**config.mk**
```make
export PLATFORM = sky130hd
export DESIGN_NAME = soundgen_tone_core_flat
export DESIGN_NICKNAME = d
export VERILOG_FILES = /design/src/rtl/soundgen_pkg.sv /design/src/rtl/soundgen_tone_core_if.sv /design/src/rtl/soundgen_tone_ch.sv /design/src/rtl/soundgen_tone_core.sv /design/src/flat_wrapper.sv
export SDC_FILE = /design/constraint.sdc
export NUM_CORES = 1
export LEC_CHECK = 0
export CAP_MARGIN = 20
export CORE_MARGIN = 5
export CORE_UTILIZATION = 44
export CTS_CLUSTER_DIAMETER = 100
export DETAILED_ROUTE_END_ITERATION = 10
export PLACE_DENSITY_LB_ADDON = 0.15
export SKIP_CTS_REPAIR_TIMING = 1
export SLEW_MARGIN = 20
export SYNTH_ARGS = -nofsm -noshare
export SYNTH_HDL_FRONTEND = slang
export SYNTH_SLANG_ARGS = --single-unit
```
**constraint.sdc**
```tcl
create_clock -name clk -period 1.9 [get_ports clk]
set_clock_uncertainty 0.15 [all_clocks]
set_input_delay 0.57 -clock clk [delete_from_list [all_inputs] [get_ports clk]]
set_output_delay 0.57 -clock clk [all_outputs]
set_load 0.02 [all_outputs]
```
**src/rtl/soundgen_pkg.sv**
```systemverilog
// Shared constants and helpers for the soundgen tone core.
// The noise option is enabled with the SOUNDGEN_NOISE_EN macro.
package soundgen_pkg;

   localparam logic [15:0] LFSR_SEED = 16'hACE1;
   // Right-shifting form of taps 16,14,13,11: feedback from bits 0,2,3,5 into bit 15.
   localparam logic [15:0] LFSR_TAPS = 16'h002D;

   function automatic int clog2_min1(input int n);
      return (n > 1) ? $clog2(n) : 1;
   endfunction

endpackage

```
**src/rtl/soundgen_tone_core_if.sv**
```systemverilog
// Control/status bundle for soundgen_tone_core.
// noise_sel exists only when SOUNDGEN_NOISE_EN is defined.
interface soundgen_tone_core_if #(
   parameter int NUM_CH = 2,
   parameter int DIV_W  = 12
);
   import soundgen_pkg::*;

   localparam int CH_W  = clog2_min1(NUM_CH);
   localparam int MIX_W = $clog2(NUM_CH + 1);

   logic                ena;
   logic                wr_en;
   logic [CH_W-1:0]     wr_ch;
   logic [DIV_W-1:0]    wr_period;
   logic [NUM_CH-1:0]   ch_en;
`ifdef SOUNDGEN_NOISE_EN
   logic [NUM_CH-1:0]   noise_sel;
`endif
   logic [NUM_CH-1:0]   tone_out;
   logic [MIX_W-1:0]    mix_out;

   modport master (
      output ena, wr_en, wr_ch, wr_period, ch_en,
`ifdef SOUNDGEN_NOISE_EN
      output noise_sel,
`endif
      input  tone_out, mix_out
   );

   modport slave (
      input  ena, wr_en, wr_ch, wr_period, ch_en,
`ifdef SOUNDGEN_NOISE_EN
      input  noise_sel,
`endif
      output tone_out, mix_out
   );

endinterface

```
**src/rtl/soundgen_tone_ch.sv**
```systemverilog
// One tone channel: period register, down-counter and square-wave output.
// With SOUNDGEN_NOISE_EN the toggle event may load a noise bit instead.
module soundgen_tone_ch #(
   parameter int DIV_W = 12
) (
   input  logic             clk,
   input  logic             rst_n,
   input  logic             ena_i,
   input  logic             tick_i,
   input  logic             wr_hit_i,
   input  logic [DIV_W-1:0] wr_period_i,
   input  logic             ch_en_i,
`ifdef SOUNDGEN_NOISE_EN
   input  logic             noise_sel_i,
   input  logic             noise_bit_i,
   output logic             toggle_o,
`endif
   output logic             tone_o
);

   logic [DIV_W-1:0] period_q, period_d;
   logic [DIV_W-1:0] count_q, count_d;
   logic             tone_q, tone_d;

   always_comb begin
      period_d = period_q;
      count_d  = count_q;
      tone_d   = tone_q;
`ifdef SOUNDGEN_NOISE_EN
      toggle_o = 1'b0;
`endif
      if (wr_hit_i) begin
         // A write restarts the phase and overrides any same-cycle tick.
         period_d = wr_period_i;
         count_d  = wr_period_i;
         tone_d   = 1'b0;
      end else if (ena_i && (!ch_en_i || period_q == '0)) begin
         count_d = '0;
         tone_d  = 1'b0;
      end else if (tick_i) begin
         if (count_q == '0) begin
            count_d = period_q;
`ifdef SOUNDGEN_NOISE_EN
            toggle_o = 1'b1;
            tone_d   = noise_sel_i ? noise_bit_i : ~tone_q;
`else
            tone_d   = ~tone_q;
`endif
         end else begin
            count_d = count_q - 1'b1;
         end
      end
   end

   always_ff @(posedge clk or negedge rst_n) begin
      if (!rst_n) begin
         period_q <= '0;
         count_q  <= '0;
         tone_q   <= 1'b0;
      end else begin
         period_q <= period_d;
         count_q  <= count_d;
         tone_q   <= tone_d;
      end
   end

   assign tone_o = tone_q;

endmodule

```
**src/rtl/soundgen_tone_core.sv**
```systemverilog
// Multi-channel square-wave tone generator: shared prescaler, per-channel dividers, popcount mix.
// SOUNDGEN_NOISE_EN adds a shared LFSR and per-channel noise_sel.
module soundgen_tone_core
   import soundgen_pkg::*;
#(
   parameter int NUM_CH   = 2,
   parameter int DIV_W    = 12,
   parameter int PRESCALE = 4
) (
   input  logic                 clk,
   input  logic                 rst_n,
   soundgen_tone_core_if.slave  bus
);

   localparam int CH_W  = clog2_min1(NUM_CH);
   localparam int PS_W  = $clog2(PRESCALE);
   localparam int MIX_W = $clog2(NUM_CH + 1);

   logic [PS_W-1:0]   presc_q, presc_d;
   logic              tick;
   logic [NUM_CH-1:0] tone_vec;
   logic [MIX_W-1:0]  mix;

   always_comb begin
      tick    = bus.ena && (presc_q == PS_W'(PRESCALE - 1));
      presc_d = presc_q;
      if (bus.ena) begin
         presc_d = tick ? '0 : presc_q + 1'b1;
      end
   end

   always_ff @(posedge clk or negedge rst_n) begin
      if (!rst_n) begin
         presc_q <= '0;
      end else begin
         presc_q <= presc_d;
      end
   end

`ifdef SOUNDGEN_NOISE_EN
   logic [NUM_CH-1:0] toggle_vec;
   logic [15:0]       lfsr_q, lfsr_d;

   // Toggle events only occur while ena is high, so the LFSR freezes with ena.
   always_comb begin
      lfsr_d = lfsr_q;
      if (|(toggle_vec & bus.noise_sel)) begin
         lfsr_d = {^(lfsr_q & LFSR_TAPS), lfsr_q[15:1]};
      end
   end

   always_ff @(posedge clk or negedge rst_n) begin
      if (!rst_n) begin
         lfsr_q <= LFSR_SEED;
      end else begin
         lfsr_q <= lfsr_d;
      end
   end
`endif

   generate
      for (genvar gi = 0; gi < NUM_CH; gi++) begin : g_ch
         logic wr_hit;
         assign wr_hit = bus.wr_en && (bus.wr_ch == CH_W'(gi));

         soundgen_tone_ch #(
            .DIV_W (DIV_W)
         ) u_ch (
            .clk         (clk),
            .rst_n       (rst_n),
            .ena_i       (bus.ena),
            .tick_i      (tick),
            .wr_hit_i    (wr_hit),
            .wr_period_i (bus.wr_period),
            .ch_en_i     (bus.ch_en[gi]),
`ifdef SOUNDGEN_NOISE_EN
            .noise_sel_i (bus.noise_sel[gi]),
            .noise_bit_i (lfsr_q[0]),
            .toggle_o    (toggle_vec[gi]),
`endif
            .tone_o      (tone_vec[gi])
         );
      end
   endgenerate

   always_comb begin
      mix = '0;
      for (int i = 0; i < NUM_CH; i++) begin
         mix = mix + MIX_W'(tone_vec[i]);
      end
   end

   assign bus.tone_out = tone_vec;
   assign bus.mix_out  = mix;

endmodule
```
**src/flat_wrapper.sv**
```systemverilog
// flat-port wrapper written by rule: the top's interface ports become plain ports
module soundgen_tone_core_flat import soundgen_pkg::*;
#(
   parameter int NUM_CH   = 2,
   parameter int DIV_W    = 12,
   parameter int PRESCALE = 4
)
  (clk, rst_n, bus_ena, bus_wr_en, bus_wr_ch, bus_wr_period, bus_ch_en, bus_tone_out, bus_mix_out);
  soundgen_tone_core_if #(.NUM_CH(NUM_CH), .DIV_W(DIV_W)) bus_i ();
  input  logic clk;
  input  logic rst_n;
  input wire logic [$bits(bus_i.ena)-1:0] bus_ena;
  input wire logic [$bits(bus_i.wr_en)-1:0] bus_wr_en;
  input wire logic [$bits(bus_i.wr_ch)-1:0] bus_wr_ch;
  input wire logic [$bits(bus_i.wr_period)-1:0] bus_wr_period;
  input wire logic [$bits(bus_i.ch_en)-1:0] bus_ch_en;
  output wire logic [$bits(bus_i.tone_out)-1:0] bus_tone_out;
  output wire logic [$bits(bus_i.mix_out)-1:0] bus_mix_out;
  assign bus_i.ena = bus_ena;
  assign bus_i.wr_en = bus_wr_en;
  assign bus_i.wr_ch = bus_wr_ch;
  assign bus_i.wr_period = bus_wr_period;
  assign bus_i.ch_en = bus_ch_en;
  assign bus_tone_out = bus_i.tone_out;
  assign bus_mix_out = bus_i.mix_out;
  soundgen_tone_core #(.NUM_CH(NUM_CH), .DIV_W(DIV_W), .PRESCALE(PRESCALE)) u_core (.clk(clk), .rst_n(rst_n), .bus(bus_i));
endmodule
```
; Word level (Yosys, flattened, before mapping)
; Index checks and enable logic that the tools add are counted.
; W data, S select, Z words.
[word_totals]
inputBits = 19
memories = 0
mem_bits_ro = 0
output_inout_bits = 4
word_cells = 51
ram_bits = 0
register_bits = 52
latch_bits = 0
[classes]
eq_ne = 1
bitwise = 3
n_reduce_logical = 19
n_mul = 0
n_lt_le_gt_ge = 0
div = 0
muxes = 17
shift = 0
add_sub_neg = 4
[op_table]
columns = cell, n
row1 = $mux W12, 8
row2 = $logic_not A12 Y1, 4
row3 = $sub A12 B1 Y12 const B, 2
row4 = $reduce_bool A3 Y1, 4
row5 = $mux W1, 8
row6 = $logic_and A1 B1 Y1, 5
row7 = $reduce_and A2 Y1, 2
row8 = $not A1 Y1, 3
row9 = $add A1 B1 Y2, 1
row10 = $add A2 B1 Y2 const B, 1
row11 = $eq A2 B2 Y1 const B, 1
row12 = $logic_not A1 Y1, 2
row13 = $logic_or A1 B1 Y1, 2
row14 = $mux W2, 1

; Logic depth before layout (Yosys ltp)
[logic_depth]
ltp_word = 5
ltp_mapped = 8
depth_no_buf = 7

; Modules after synthesis
; From an unflattened synthesis, not the netlist that was laid out.
[hier_totals]
hier_cells = 368
hier_area_um2 = 3495.9
[modules_own_cells]
columns = module, area_each_um2, seq_area_each_um2, cells_per_inst, n_inst
row1 = soundgen_tone_ch, 1684.1, 625.6, 179, 2
row2 = soundgen_tone_core, 127.6, 50.0, 10, 1

; Worst setup path after synthesis
; OpenSTA, ideal clock, no wires.
[synth_path]
path_kind = flip-flop to flip-flop
start = reg u_core.g_ch[0].u_ch.count_q[0]
end = reg u_core.g_ch[0].u_ch.count_q[2]
stages_incl_launch_ff = 9
slack_ns = -0.113
arrival_ns = 1.739
required_time_ns = 1.627
setup_ns = 0.123
path_buffers = 1
synth_period_minus_slack_ns = 2.013
cell_sequence = dfrtp_1 > inv_1 > ha_1 > nor4b_2 > and3_1 > buf_6 > mux2_2 > o21ai_0 > a21oi_1
[synth_between]
elab_chain_cells = 5
word_cells_on_any_way = 6
classes_between = add/sub (1) / mux (4) / reduce/logical (1)
[synth_rtl]
columns = item, line_no
row1 = "start, declared", soundgen_tone_ch.sv:22  ; logic [DIV_W-1:0] count_q, count_d;
row2 = "start signal, assigned", soundgen_tone_ch.sv:62  ; count_q <= count_d;
row3 = $sub A12 B1 Y12 or $logic_not A12 Y1 (tied branches), "soundgen_tone_ch.sv:50, soundgen_tone_ch.sv:41"
row4 = $mux W12 (*), soundgen_tone_ch.sv:41  ; if (count_q == '0) begin
row5 = $mux W12 (*), soundgen_tone_ch.sv:40  ; end else if (tick_i) begin
row6 = $mux W12 (*), soundgen_tone_ch.sv:37  ; end else if (ena_i && (!ch_en_i || period_q == '0)) begin
row7 = $mux W12 (*), soundgen_tone_ch.sv:32  ; if (wr_hit_i) begin
; Mark *: on every way between the ends. The rest lies on a longest branch, timed or not. The select of a mux whose other input is x is not followed.
; A chain may end at the register's enable or synchronous reset.

; Worst setup path after layout
[layout_path]
start = reg u_core.g_ch[1].u_ch.count_q[1]
end = reg u_core.g_ch[1].u_ch.count_q[7]
[layout_between]
elab_chain_cells = 5
word_cells_on_any_way = 6
classes_between = add/sub (1) / mux (4) / reduce/logical (1)
[layout_rtl]
columns = item, line_no
row1 = "start, declared", soundgen_tone_ch.sv:22
row2 = "start signal, assigned", soundgen_tone_ch.sv:62
row3 = $sub A12 B1 Y12 or $logic_not A12 Y1 (tied branches), "soundgen_tone_ch.sv:50, soundgen_tone_ch.sv:41"
row4 = $mux W12 (*), soundgen_tone_ch.sv:41
row5 = $mux W12 (*), soundgen_tone_ch.sv:40
row6 = $mux W12 (*), soundgen_tone_ch.sv:37
row7 = $mux W12 (*), soundgen_tone_ch.sv:32
; Marked as above.

==> impl_table.tex <==
\begin{tabular}{lr}
\hline
Metric & Value \\
\hline
\multicolumn{2}{l}{\textbf{Place}} \\
Final Wtd Congestion & 0.9263 \\
Area post-placement & 0.003979 mm² \\
Sum of net half-perimeters after detailed placement & 6988 µm \\
Minimum setup slack after placement & -0.6586 ns \\
Port Buffer Count & 22 \\
\multicolumn{2}{l}{\textbf{Min path}} \\
HP Class & primary input to async pin \\
\multicolumn{2}{l}{\textbf{Synth}} \\
Number of nets in the synthesized netlist & 376 \\
Top-area cell type share of the netlist area & 42.31\% \\
Count of flip-flops with a built-in enable after synthesis & 0 \\
Synthesized cell area & 0.003075 mm² \\
Distinct cells, synth & 60 \\
Instance count of the mapped netlist & 351 \\
Async set-or-reset flop fraction in the synthesized netlist & 100.0\% \\
Commonest cells in the netlist & sky130\_fd\_sc\_hd\_\_nand2\_1, sky130\_fd\_sc\_hd\_\_dfrtp\_1, sky130\_fd\_sc\_hd\_\_nor2\_1 \\
Avg Inst Size Synth & 8.762 µm² \\
Total of warnings raised by yosys & 0 \\
Primary FF master, synth & sky130\_fd\_sc\_hd\_\_dfrtp\_1 \\
Synth area leaders & sky130\_fd\_sc\_hd\_\_dfrtp\_1, sky130\_fd\_sc\_hd\_\_nand2\_1, sky130\_fd\_sc\_hd\_\_a21oi\_1, sky130\_fd\_sc\_hd\_\_nor2\_1, sky130\_fd\_sc\_hd\_\_mux2\_2 \\
Number of synthesized register bits & 52 \\
Cell accounting for the most synthesized area & sky130\_fd\_sc\_hd\_\_dfrtp\_1 \\
Post-synthesis sequential area ratio & 42.31\% \\
Most frequent cell after synthesis & sky130\_fd\_sc\_hd\_\_nand2\_1 \\
\multicolumn{2}{l}{\textbf{Worst setup path}} \\
Category of the worst setup path launch point & register \\
Worst endpoint required time & 1.95 ns \\
Register-to-Register Path Depth & 6 \\
Critical path class & register to register \\
Delay of the slowest critical-path stage & 0.59 ns \\
Reg-to-reg endpoint & u\_core.g\_ch[1].u\_ch.count\_q[7] \\
Critical register-to-register path startpoint & u\_core.g\_ch[1].u\_ch.count\_q[1] \\
Category of the worst setup path capture point & register \\
Maximum fanout along the worst path & 3 \\
Crit path cell chain & buf\_4, or4\_4, o41ai\_2, nand2\_1, o221ai\_2, a21oi\_1 \\
Slowest cell on the critical path & sky130\_fd\_sc\_hd\_\_or4\_4 \\
R2r setup slk & -0.1 ns \\
Crit path DAT & 2.05 ns \\
\multicolumn{2}{l}{\textbf{Clock tree}} \\
Total number of H-tree levels & 2 \\
Clock slew at reported path FFs & 0.10 ns \\
Maximum root-to-sink buffer count & 2 \\
Clock net sink count & 52 \\
Clock latency of the later-clocked register in the worst-skew pair & 0.32 ns \\
CTS root buffer & sky130\_fd\_sc\_hd\_\_clkbuf\_8 \\
TritonCTS clock tree & done \\
Total CTS buffers & 5 \\
\multicolumn{2}{l}{\textbf{Route}} \\
Detailed-route wire length & 9940 µm \\
Vias per Instance & 5.676 \\
Antenna-violating nets left & 0 \\
Average routed wire per standard cell & 17.97 µm \\
Number of design rule violations left after detail routing & 0 \\
Routed vias & 3,139 \\
Count of routing violations after the opening detailed-route iteration & 255 \\
Router iterations before antenna repair & 4 \\
\multicolumn{2}{l}{\textbf{Global route}} \\
Number of global-route vias before repair & 3,004 \\
GR Overflow Total & 0 \\
Aggregate global-route resource usage & 22.13\% \\
Number of antenna violations at the first check in global routing & 0 \\
Maximum number of pins on one net before global-route repair & 53 \\
First-pass GRT wire length & 15,150 µm \\
\multicolumn{2}{l}{\textbf{Floorplanning}} \\
Die area & 0.008762 mm² \\
Std-Cell Core Area & 0.006794 mm² \\
Chip Width & 93.61 µm \\
Site Rows & 30 \\
Chip height & 93.61 µm \\
Boundary pin count & 23 \\
Initial cell density of the core & 45.27\% \\
\multicolumn{2}{l}{\textbf{Layout}} \\
Area growth, synth to finish & 47.80\% \\
Final \#Nets & 481 \\
Final core occ & 66.91\% \\
Post-route cell area & 0.004546 mm² \\
Layout cells sized above 1 & 39.17\% \\
Antenna diode instance count & 0 \\
\multicolumn{2}{l}{\textbf{STA}} \\
Count of final setup violators & 17 \\
Post-route clock period utilization & 105.0\% \\
Max\_slew headroom & 72.29\% \\
Least-Margin Pin Slew & 0.4119 ns \\
Count of final hold-check violations & 0 \\
RSZ-0062 raised after global routing & true \\
Min Clock Period, post-route & 1.996 ns \\
Smallest setup slack after layout & -0.09581 ns \\
Number of pins exceeding their max-slew limit in the final report & 0 \\
Setup TNS & -0.7354 ns \\
Achievable frequency & 501.0 MHz \\
\multicolumn{2}{l}{\textbf{Power and ir drop}} \\
Power density over cell area & 970.0 mW/mm² \\
Maximum VDD drop & 417.2 µV \\
Static Leakage & 2.132 nW \\
\multicolumn{2}{l}{\textbf{Run}} \\
Max Cap Viol & 0 \\
\multicolumn{2}{l}{\textbf{Run status}} \\
Run status & finished with violations \\
Violated checks & setup timing \\
\hline
\end{tabular}
## sequential cells by signal, summed over array words and instances, names as in the netlist
| signal | count |
|---|---|
| u_core.g_ch.u_ch.count_q | 24 |
| u_core.g_ch.u_ch.tone_o | 2 |
| u_core.g_ch.u_ch.period_q | 24 |
| u_core.presc_q | 2 |
## power breakdown
group | switching (W) | internal, W
logic | 0.00106 | 0.00111
registers | 0.000252 | 0.00132
clock network | 0.000376 | 0.000298
## per-stage QoR
stage               std cells  hold slack, ns  total power [W]
detailed placement        534          0.3451         0.003273
global placement          534          0.3385         0.003223
finish                    553         0.08661         0.004409
floorplan                 351          0.1244         0.002489
CTS                       542         0.09406         0.003955
global route              553          0.1055         0.004651
## area by class of cell
cell class / count / area (µm²)
clock buffers: 8 / 90.09
fillers: 537 / 2248
inverters: 7 / 26.28
multi-input cells: 276 / 2038
flip-flops and latches: 52 / 1305
well taps: 96 / 120.1
repair buffers: 114 / 965.9
## cells in the final DEF, fill, tap and decap left out, drive strengths merged, types with 4 or more instances in the layout
cell type      count
ha                 6
a21oi             28
clkdlybuf4s50     14
nor2              31
xor2               7
mux2               8
nand2             81
inv                7
clkbuf             9
nand4              4
o21ai             14
a31oi              4
nand3              5
o2bb2ai            4
nand2b             4
nor3               8
nor4               7
nor3b              4
buf               93
and3               5
dlymetal6s2s       6
o31ai              4
dfrtp             52
## how the worst max path moves through the flow
| stage | slack [ns] | from | endpoint |
|---|---|---|---|
| 6_report | -0.1 | u_core.g_ch[1].u_ch.count_q[1] | u_core.g_ch[1].u_ch.count_q[7] |
| 5_1_grt | -0.20 | u_core.g_ch[0].u_ch.count_q[1] | u_core.g_ch[0].u_ch.count_q[10] |
| 4_1_cts | -0.41 | u_core.g_ch[1].u_ch.tone_o | bus_mix_out[0] |
| 3_5_place_dp | -0.66 | bus_ena | u_core.g_ch[1].u_ch.count_q[0] |
| 3_3_place_gp | -0.58 | bus_ena | u_core.g_ch[1].u_ch.count_q[0] |
| 2_1_floorplan | -0.04 | u_core.g_ch[0].u_ch.count_q[0] | u_core.g_ch[0].u_ch.count_q[2] |
## cells by family (layout without fill, tap and decap cells)
| logic type | after synthesis | in the layout | synth area share, % |
|---|---|---|---|
| buf+inv | 24 | 129 | 4.394 |
| mux | 10 | 10 | 3.580 |
| xor+xnor | 10 | 10 | 2.848 |
| fa+ha+maj | 6 | 6 | 2.441 |
| flops | 52 | 52 | 42.31 |
| simple gates | 165 | 166 | 26.40 |
| compound gates | 84 | 84 | 18.02 |
## routing by layer
layer  share of wire (%)  up-vias  track usage (%)  wire (µm)
li1                    -     1479                -          -
met3                 5.9       20            3.620        588
met1                  44     1531            31.41       4416
met4                 2.0        0            6.859        199
met2                  48      109            34.54       4735
met5                   0        -                0          0
## critical path: cells and delay by family (launching register included)
family                 cells  cell delay (ns)
AND/OR/NAND/NOR            2             0.71
AO/OA/AOI/OAI              3             0.44
flip-flops                 1             0.43
buffers and inverters      1             0.15
Note: power is estimated with default switching activity, not from simulation.
